`config.mk`:
```
export PLATFORM = sky130hd
export DESIGN_NAME = data_cache_ctrl
export DESIGN_NICKNAME = d
export VERILOG_FILES = /design/src/rtl/dcache_pkg.sv /design/src/rtl/dcache_tag_array.sv /design/src/rtl/data_cache_ctrl.sv
export SDC_FILE = /design/constraint.sdc
export NUM_CORES = 1
export LEC_CHECK = 0
export CORE_MARGIN = 4
export CORE_UTILIZATION = 50
export DETAILED_ROUTE_END_ITERATION = 16
export PLACE_DENSITY = 0.77
export SYNTH_ARGS = -nofsm -noshare
export SYNTH_HDL_FRONTEND = slang
export SYNTH_SLANG_ARGS = --single-unit
```
`constraint.sdc`:
```
create_clock -name CLK -period 3.9 [get_ports CLK]
set_input_delay 1.17 -clock CLK [delete_from_list [all_inputs] [get_ports CLK]]
set_output_delay 1.17 -clock CLK [all_outputs]
set_load 0.01 [all_outputs]
```
`src/rtl/dcache_pkg.sv`:
```
// Shared types and address field layout for the direct-mapped data cache.
package dcache_pkg;
    localparam int NUM_BLOCKS  = 8;
    localparam int BLOCK_BYTES = 4;
    localparam int ADDR_W      = 8;
    localparam int TAG_W       = 3;
    localparam int IDX_W       = 3;
    localparam int OFF_W       = 2;
    localparam int OFF_LSB     = 0;
    localparam int IDX_LSB     = OFF_LSB + OFF_W;
    localparam int TAG_LSB     = IDX_LSB + IDX_W;
    localparam int LINE_W      = BLOCK_BYTES * 8;

    typedef enum logic [1:0] {IDLE, MEM_WRITE, MEM_READ, UPDATE} dc_state_t;
endpackage

```
`src/rtl/dcache_tag_array.sv`:
```
// Valid/dirty/tag storage with hit and victim-dirty lookup for the current index.
module dcache_tag_array
    import dcache_pkg::*;
(
    input  logic             CLK,
    input  logic             RESET,
    input  logic [IDX_W-1:0] index,
    input  logic [TAG_W-1:0] tag,
    input  logic             fill,
    input  logic             set_dirty,
    output logic             hit,
    output logic             victim_dirty,
    output logic [TAG_W-1:0] victim_tag
);
    logic [NUM_BLOCKS-1:0] valid;
    logic [NUM_BLOCKS-1:0] dirty;
    logic [TAG_W-1:0]      tags [NUM_BLOCKS];

    always_ff @(posedge CLK) begin
        if (!RESET) begin
            valid <= '0;
            dirty <= '0;
        end else if (fill) begin
            valid[index] <= 1'b1;
            dirty[index] <= 1'b0;
        end else if (set_dirty) begin
            dirty[index] <= 1'b1;
        end
    end

    // Tags are not cleared by reset; valid gates their use.
    always_ff @(posedge CLK) begin
        if (RESET && fill)
            tags[index] <= tag;
    end

    assign victim_tag   = tags[index];
    assign hit          = valid[index] && (tags[index] == tag);
    assign victim_dirty = valid[index] && dirty[index];
endmodule

```
`src/rtl/data_cache_ctrl.sv`:
```
// Direct-mapped write-back data cache controller between CPU and word-wide memory.
// Optional hit/miss statistics counters are built when DCACHE_STATS_EN is defined.
//
// state     | meaning
// IDLE      | serve hits, detect misses
// MEM_WRITE | write dirty victim block back to memory
// MEM_READ  | fetch requested block from memory
// UPDATE    | install fetched block, clear dirty, return to IDLE
module data_cache_ctrl (
    input  logic                              CLK,
    input  logic                              RESET,
    input  logic                              READ,
    input  logic                              WRITE,
    input  logic [dcache_pkg::ADDR_W-1:0]     ADDRESS,
    input  logic [7:0]                        WRITEDATA,
    output logic [7:0]                        READDATA,
    output logic                              BUSYWAIT,
    output logic                              MEM_READ,
    output logic                              MEM_WRITE,
    output logic [dcache_pkg::TAG_W+dcache_pkg::IDX_W-1:0] MEM_ADDRESS,
    output logic [dcache_pkg::LINE_W-1:0]     MEM_WRITEDATA,
    input  logic [dcache_pkg::LINE_W-1:0]     MEM_READDATA,
    input  logic                              MEM_BUSYWAIT
`ifdef DCACHE_STATS_EN
    ,
    output logic [15:0]                       HIT_COUNT,
    output logic [15:0]                       MISS_COUNT
`endif
);
    localparam int TAG_W      = dcache_pkg::TAG_W;
    localparam int IDX_W      = dcache_pkg::IDX_W;
    localparam int OFF_W      = dcache_pkg::OFF_W;
    localparam int LINE_W     = dcache_pkg::LINE_W;
    localparam int NUM_BLOCKS = dcache_pkg::NUM_BLOCKS;

    dcache_pkg::dc_state_t state, next_state;

    logic [TAG_W-1:0]  tag;
    logic [IDX_W-1:0]  idx;
    logic [OFF_W-1:0]  off;
    logic              req, hit, victim_dirty;
    logic [TAG_W-1:0]  victim_tag;
    logic              fill, wr_hit, rd_hit, miss_start;
    logic [LINE_W-1:0] data_mem [NUM_BLOCKS];

    assign tag = ADDRESS[dcache_pkg::TAG_LSB +: TAG_W];
    assign idx = ADDRESS[dcache_pkg::IDX_LSB +: IDX_W];
    assign off = ADDRESS[dcache_pkg::OFF_LSB +: OFF_W];
    assign req = READ || WRITE;

    dcache_tag_array u_tags (
        .CLK          (CLK),
        .RESET        (RESET),
        .index        (idx),
        .tag          (tag),
        .fill         (fill),
        .set_dirty    (wr_hit),
        .hit          (hit),
        .victim_dirty (victim_dirty),
        .victim_tag   (victim_tag)
    );

    always_ff @(posedge CLK) begin
        if (!RESET)
            state <= dcache_pkg::IDLE;
        else
            state <= next_state;
    end

    always_comb begin
        next_state  = state;
        BUSYWAIT    = 1'b0;
        MEM_READ    = 1'b0;
        MEM_WRITE   = 1'b0;
        MEM_ADDRESS = {tag, idx};
        fill        = 1'b0;
        wr_hit      = 1'b0;
        rd_hit      = 1'b0;
        miss_start  = 1'b0;
        case (state)
            dcache_pkg::IDLE: begin
                if (req) begin
                    if (hit) begin
                        wr_hit = WRITE;
                        rd_hit = !WRITE;
                    end else begin
                        BUSYWAIT   = 1'b1;
                        miss_start = 1'b1;
                        next_state = victim_dirty ? dcache_pkg::MEM_WRITE : dcache_pkg::MEM_READ;
                    end
                end
            end
            dcache_pkg::MEM_WRITE: begin
                BUSYWAIT    = 1'b1;
                MEM_WRITE   = 1'b1;
                MEM_ADDRESS = {victim_tag, idx};
                if (!MEM_BUSYWAIT)
                    next_state = dcache_pkg::MEM_READ;
            end
            dcache_pkg::MEM_READ: begin
                BUSYWAIT = 1'b1;
                MEM_READ = 1'b1;
                if (!MEM_BUSYWAIT)
                    next_state = dcache_pkg::UPDATE;
            end
            dcache_pkg::UPDATE: begin
                BUSYWAIT   = 1'b1;
                fill       = 1'b1;
                next_state = dcache_pkg::IDLE;
            end
            default: next_state = dcache_pkg::IDLE;
        endcase
    end

    always_ff @(posedge CLK) begin
        if (RESET) begin
            if (fill)
                data_mem[idx] <= MEM_READDATA;
            else if (wr_hit)
                data_mem[idx][{off, 3'b000} +: 8] <= WRITEDATA;
        end
    end

    assign MEM_WRITEDATA = data_mem[idx];
    assign READDATA      = rd_hit ? data_mem[idx][{off, 3'b000} +: 8] : 8'h00;

`ifdef DCACHE_STATS_EN
    // The first hit after a refill belongs to the miss just serviced.
    logic refill_hit;

    always_ff @(posedge CLK) begin
        if (!RESET) begin
            HIT_COUNT  <= '0;
            MISS_COUNT <= '0;
            refill_hit <= 1'b0;
        end else begin
            refill_hit <= (state == dcache_pkg::UPDATE) && req;
            if ((wr_hit || rd_hit) && !refill_hit)
                HIT_COUNT <= HIT_COUNT + 16'd1;
            if (miss_start)
                MISS_COUNT <= MISS_COUNT + 16'd1;
        end
    end
`endif
endmodule
```
# == Yosys cells after proc, flatten, opt, wreduce, memory -nomap -nowiden ==
# Memory sizes are Yosys's and may differ from the RTL's.
# Index checks and enable logic that the tools add are counted.
# word_totals
reg_bits,18
mem_bits_rw,280
in_bits,53
output_inout_bits,49
n_memories,2
# classes
add_sub_neg,1
n_lt_le_gt_ge,2
eq_ne,8
shifts,3
muxes,69
n_bitwise,36
n_reduce_logical,10
# memory_table
memory,words,width,read_ports,rd_clocked_by_memory_dff,wr,line_no,rtl
data_mem,8,32,1,0,1,data_cache_ctrl.sv:44,logic [LINE_W-1:0] data_mem [NUM_BLOCKS];
u_tags.tags,8,3,1,0,1,dcache_tag_array.sv:17,logic [TAG_W-1:0] tags [NUM_BLOCKS];
# op_table
op,count
1-bit 2-to-1 mux,54
32-bit 2-to-1 mux,1
1-bit OR,32
"8-bit by 7-bit variable shift with 32-bit output, first input constant",1
32-bit by 6-bit indexed part select with 8-bit output,1
8-bit by 7-bit indexed part select with 32-bit output,1
8-bit 2-to-1 mux,3
8-bit OR,2
2-bit 2-to-1 mux,5
8-bit AND,1
"2-bit != test, second input constant",4
8-bit inverter,1
2-bit case mux with 4 select lines,1
5-bit negator with 7-bit output,1
1-bit binary-select mux with 3-bit select,2
6-bit 2-to-1 mux,1
"2-bit equality test, second input constant",2
1-bit logical AND,4
"3-bit by 4-bit < comparator with 1-bit output, second input constant",1
4-bit AND reduction,1
1-bit demux with 3-bit select,1
3-bit equality test,1
"3-bit by 1-bit greater-or-equal comparator with 1-bit output, second input constant",1
3-bit OR reduction,1
6 further kinds,6

# == Depth between registers and ports, before layout ==
# depth
word_depth,11
depth_mapped,10

# == Cells and area by module ==
# From an unflattened synthesis, not the netlist that was laid out.
# hier_totals
cells_unflattened,896
area_unflattened_um2,12914.9
# by_module_without_submodules
mod,instances,cells_per_inst,area_each_um2,seq_area_each_um2
data_cache_ctrl,1,753,11168.2,7727.4
dcache_tag_array,1,143,1746.7,1041.0

# == Worst setup path before layout ==
# OpenSTA, ideal clock, no wires.
# synth_timing
path_type,input port to output port
from,input port ADDRESS[4] (netlist bit)
to,output port READDATA[7]
arrival_ps,3042
t_required_ps,2730
slack_ps,-312
path_stages,8
n_path_buf,2
cell_sequence,buf_2 and2_1 clkbuf_1 a22oi_1 nor2_1 or4_1 mux4_2 nor2b_1
# synth_rtl
item,line_no,rtl
from (decl),data_cache_ctrl.sv:14,"input logic [dcache_pkg::ADDR_W-1:0] ADDRESS,"
memory read 8 x 32 bit,--,
"net MEM_WRITEDATA, one bit",data_cache_ctrl.sv:21,"output logic [dcache_pkg::LINE_W-1:0] MEM_WRITEDATA,"
32-bit by 6-bit indexed part select with 8-bit output,data_cache_ctrl.sv:125,"assign READDATA = rd_hit ? data_mem[idx][{off, 3'b000} +: 8] : 8'h00;"
8-bit 2-to-1 mux,data_cache_ctrl.sv:125,
to (decl),data_cache_ctrl.sv:16,"output logic [7:0] READDATA,"
# The timed path passes the listed nets, and every way through them passes these cells. The select of a mux whose other input is x is not followed.

# == Final worst setup path ==
# layout_timing
from,input port ADDRESS[2] (netlist bit)
to,output port READDATA[3]
# layout_via
elab_chain_len,7
# layout_lines
item,line_no
branches (longest 6 deep; another with memory read 8 x 32 bit),--
8-bit 2-to-1 mux *,data_cache_ctrl.sv:125
# Mark *: on every way between the ends. The select of a mux whose other input is x is not followed.

==> metrics.cfg <==
[timing]
finalMaxSlewViolations = 0
timing.hold.ws_ns = 0.4553
fin_crit_sh = 1.123
min_period_ns = 4.379
layout_setup_ws_ns = -0.4794
setup_violations = 21
finalSetupTns_ns = -4.665
relSlewSlack = 0.4597
hold_viol = 0
clock.fmax_ghz = 0.2283
rsz0062_at_grt = true
worst_pin_slew_ns = 0.8105
clock_skew_ns = 0.01509

[cts]
clk_pin_slew_ns = 0.06
cts_tree = done
htree_levels = 1
numCtsBuffers = 29
root_buffer = clkbuf_16
worstSkewPairLatency_ns = 0.55
cts_sinks = 298
clk_path_buf_depth = 3
cts_hold_buffers = 0

[power_and_ir_drop]
p_leak_nw = 7.041
power.density_mw_per_mm2 = 397.3
ir_worst_vdd_mv = 0.2973
power_w = 0.007163

[floorplanning]
num_rows = 58
core_area_mm2 = 0.02540
ios = 102
die_x_um = 169.5
initial_core_util = 0.5137
dieArea_mm2 = 0.02875
fp.dieH_um = 169.5

[detailed_routing]
wl_per_cell_um = 27.37
num_vias = 9725
drt-initial-drc-count = 1572
post-route-drc-count = 0
wirelength_mm = 42.67
postRouteAntennaNets = 0
viasPerCell = 6.238
drtPass1Iterations = 6

[outcome]
status = complete, but fails checks
violations = setup timing

[synthesis]
synth_cell_types = 48
synthArstFlopShare = 0
synth_area_mm2 = 0.01305
synth_cells = 885
synth_top_cells_by_count = edfxtp_1 (280), nand2_1 (77), mux2i_1 (73)
synth_edf_count = 280
synth_nets = 948
seq_area_frac_synth = 0.6720
yosysTopAreaCell = edfxtp_1
synth_area_leaders = edfxtp_1 (64%), mux2i_1 (5.6%), mux4_2 (5.2%), dfxtp_1 (2.8%), nand2_1 (2.2%)
postSynthAreaPerCell_um2 = 14.74
synthFlopType = edfxtp_1
ys_seq_elements = 298
synth.most_common_cell = edfxtp_1
synth_top_area_frac = 0.6444
yosys_warnings = 0

[placed_design]
place.gp.congestion = 0.9763
dp_hpwl_mm = 26.86
dp_cells = 1462
placed_area_mm2 = 0.01579
io_buffer_count = 101

[finish]
design_area_mm2 = 0.01803
final_net_count = 1271
antenna_cells = 0
drive_gt1_frac = 0.3841
area.growth.synth_to_final_pct = 38.15
stdcell_count = 1559

[global_routing]
overflow = 0
grt_pass1_wl_mm = 59.97
grt_pass1_vias = 9599
grt.total_usage = 0.2803
antenna_found_initial = 0
grt_max_degree = 41

[worst_setup_path]
critPathKind = in -> out
path_buf_inv = 4
cp-end-kind = primary output
worst_ep_arrival_time_ns = 3.21
cp-start-kind = input port
cp_max_fo = 7
crit_path_max_incr_delay_ns = 0.52
cp_cell_sequence = buf_16, buf_12, buf_12, mux4_2, mux2_4, mux4_2, nor2b_4, buf_6
r2r_slack_ns = 0.86
cpMaxStageDelayCell = mux4_2
cp_top_family = multiplexers
crit_required_ns = 2.73

[job]
max_cap_violations = 0

[min_path]
hp-class = reg -> reg

## stage by stage
stage | worst slack (ns) | util
finish | -0.4794 | 0.7098
global placement | -1.118 | 0.6217
global route | -0.4663 | 0.7098
CTS | -0.3928 | 0.6965
floorplan | -0.2185 | -
detailed placement | -1.144 | 0.6217
## worst register-to-register path: cells and delay by family (launching register included)
kind                   cells  cell delay (ns)
AO/OA/AOI/OAI              2             0.31
buffers and inverters      4             0.67
flip-flops                 1             0.41
multiplexers               2             0.78
AND/OR/NAND/NOR            2             0.57
## routing by layer
layer  vias up  part of all wire  GRT usage
li1       4039                 -          -
met1      4716              0.35     0.3715
met2       816              0.47     0.4496
met3       154              0.13    0.06546
met4         0             0.050     0.1187
met5         -                 0          0
## state kept, by name (all words and copies together) (netlist names), named ones only
| register | flops |
|---|---|
| data_mem | 256 |
| u_tags.valid | 8 |
| u_tags.tags | 24 |
| state | 2 |
## placed cells by master, fill, tap and decap left out, types with 6 or more instances in the layout
| cell type | count |
|---|---|
| clkdlybuf4s50_1 | 57 |
| inv_1 | 51 |
| o22ai_2 | 10 |
| nand2_1 | 74 |
| mux4_2 | 30 |
| mux2_4 | 11 |
| mux2i_1 | 61 |
| nor2b_4 | 8 |
| a22oi_1 | 15 |
| mux2i_4 | 7 |
| a22oi_2 | 13 |
| a21oi_1 | 42 |
| nor2_4 | 6 |
| dfxtp_1 | 18 |
| o21ai_1 | 6 |
| buf_2 | 8 |
| buf_16 | 6 |
| ha_1 | 10 |
| nor2_1 | 44 |
| dlygate4sd2_1 | 11 |
| buf_6 | 39 |
| buf_4 | 189 |
| a32oi_1 | 8 |
| clkinv_1 | 8 |
| o21ai_0 | 8 |
| clkbuf_1 | 10 |
| and2_4 | 7 |
| buf_12 | 21 |
| clkbuf_16 | 30 |
| a221oi_2 | 8 |
| edfxtp_1 | 280 |
| mux2_2 | 11 |
## layout make-up
class / instances / area [µm²]
Sequential cell: 298 / 8768
Fill cell: 1533 / 7372
Multi-Input combinational cell: 476 / 4452
Timing Repair Buffer: 344 / 3298
Clock buffer: 45 / 832.0
Tap cell: 330 / 412.9
Inverter: 58 / 225.2
Clock inverter: 7 / 31.28
Timing Repair inverter: 1 / 7.507
## cell families (layout without fill, tap and decap cells)
group                    Yosys count  after routing  synth area share
AO/OA/AOI/OAI                    157            157           0.08275
flip-flops                       298            298            0.6720
multiplexers                     125            125            0.1268
AND/OR/NAND/NOR                  184            184           0.06894
adder cells (fa/ha/maj)           10             10          0.009589
buffers and inverters            111            455           0.03998
## power breakdown
part / switching (W) / leakage, nW / internal, W / total [W]
clock network: 0.00114 / 0.421 / 0.00146 / 0.00259
registers: 0.0000121 / 2.66 / 0.00352 / 0.00353
logic: 0.000533 / 3.96 / 0.000508 / 0.00104
## worst paths after layout
path	cells after the start	end	startpoint
worst max-delay path	8	READDATA[3]	ADDRESS[2]
worst min-delay path	2	flip-flop	flip-flop
worst max register to register	10	data_mem[5][16]$_DFFE_PP_	u_tags.tags[1][1]$_DFFE_PP_
worst min register to register	2	flip-flop	flip-flop
## repair_timing
action                     CTS  global route
setup endpoints to repair   44            34
pin swaps                   37            22
gates resized for setup    282            74
cloned                       5             1
setup buffers               31            18
No activity file was read; power rests on OpenSTA's default activity.
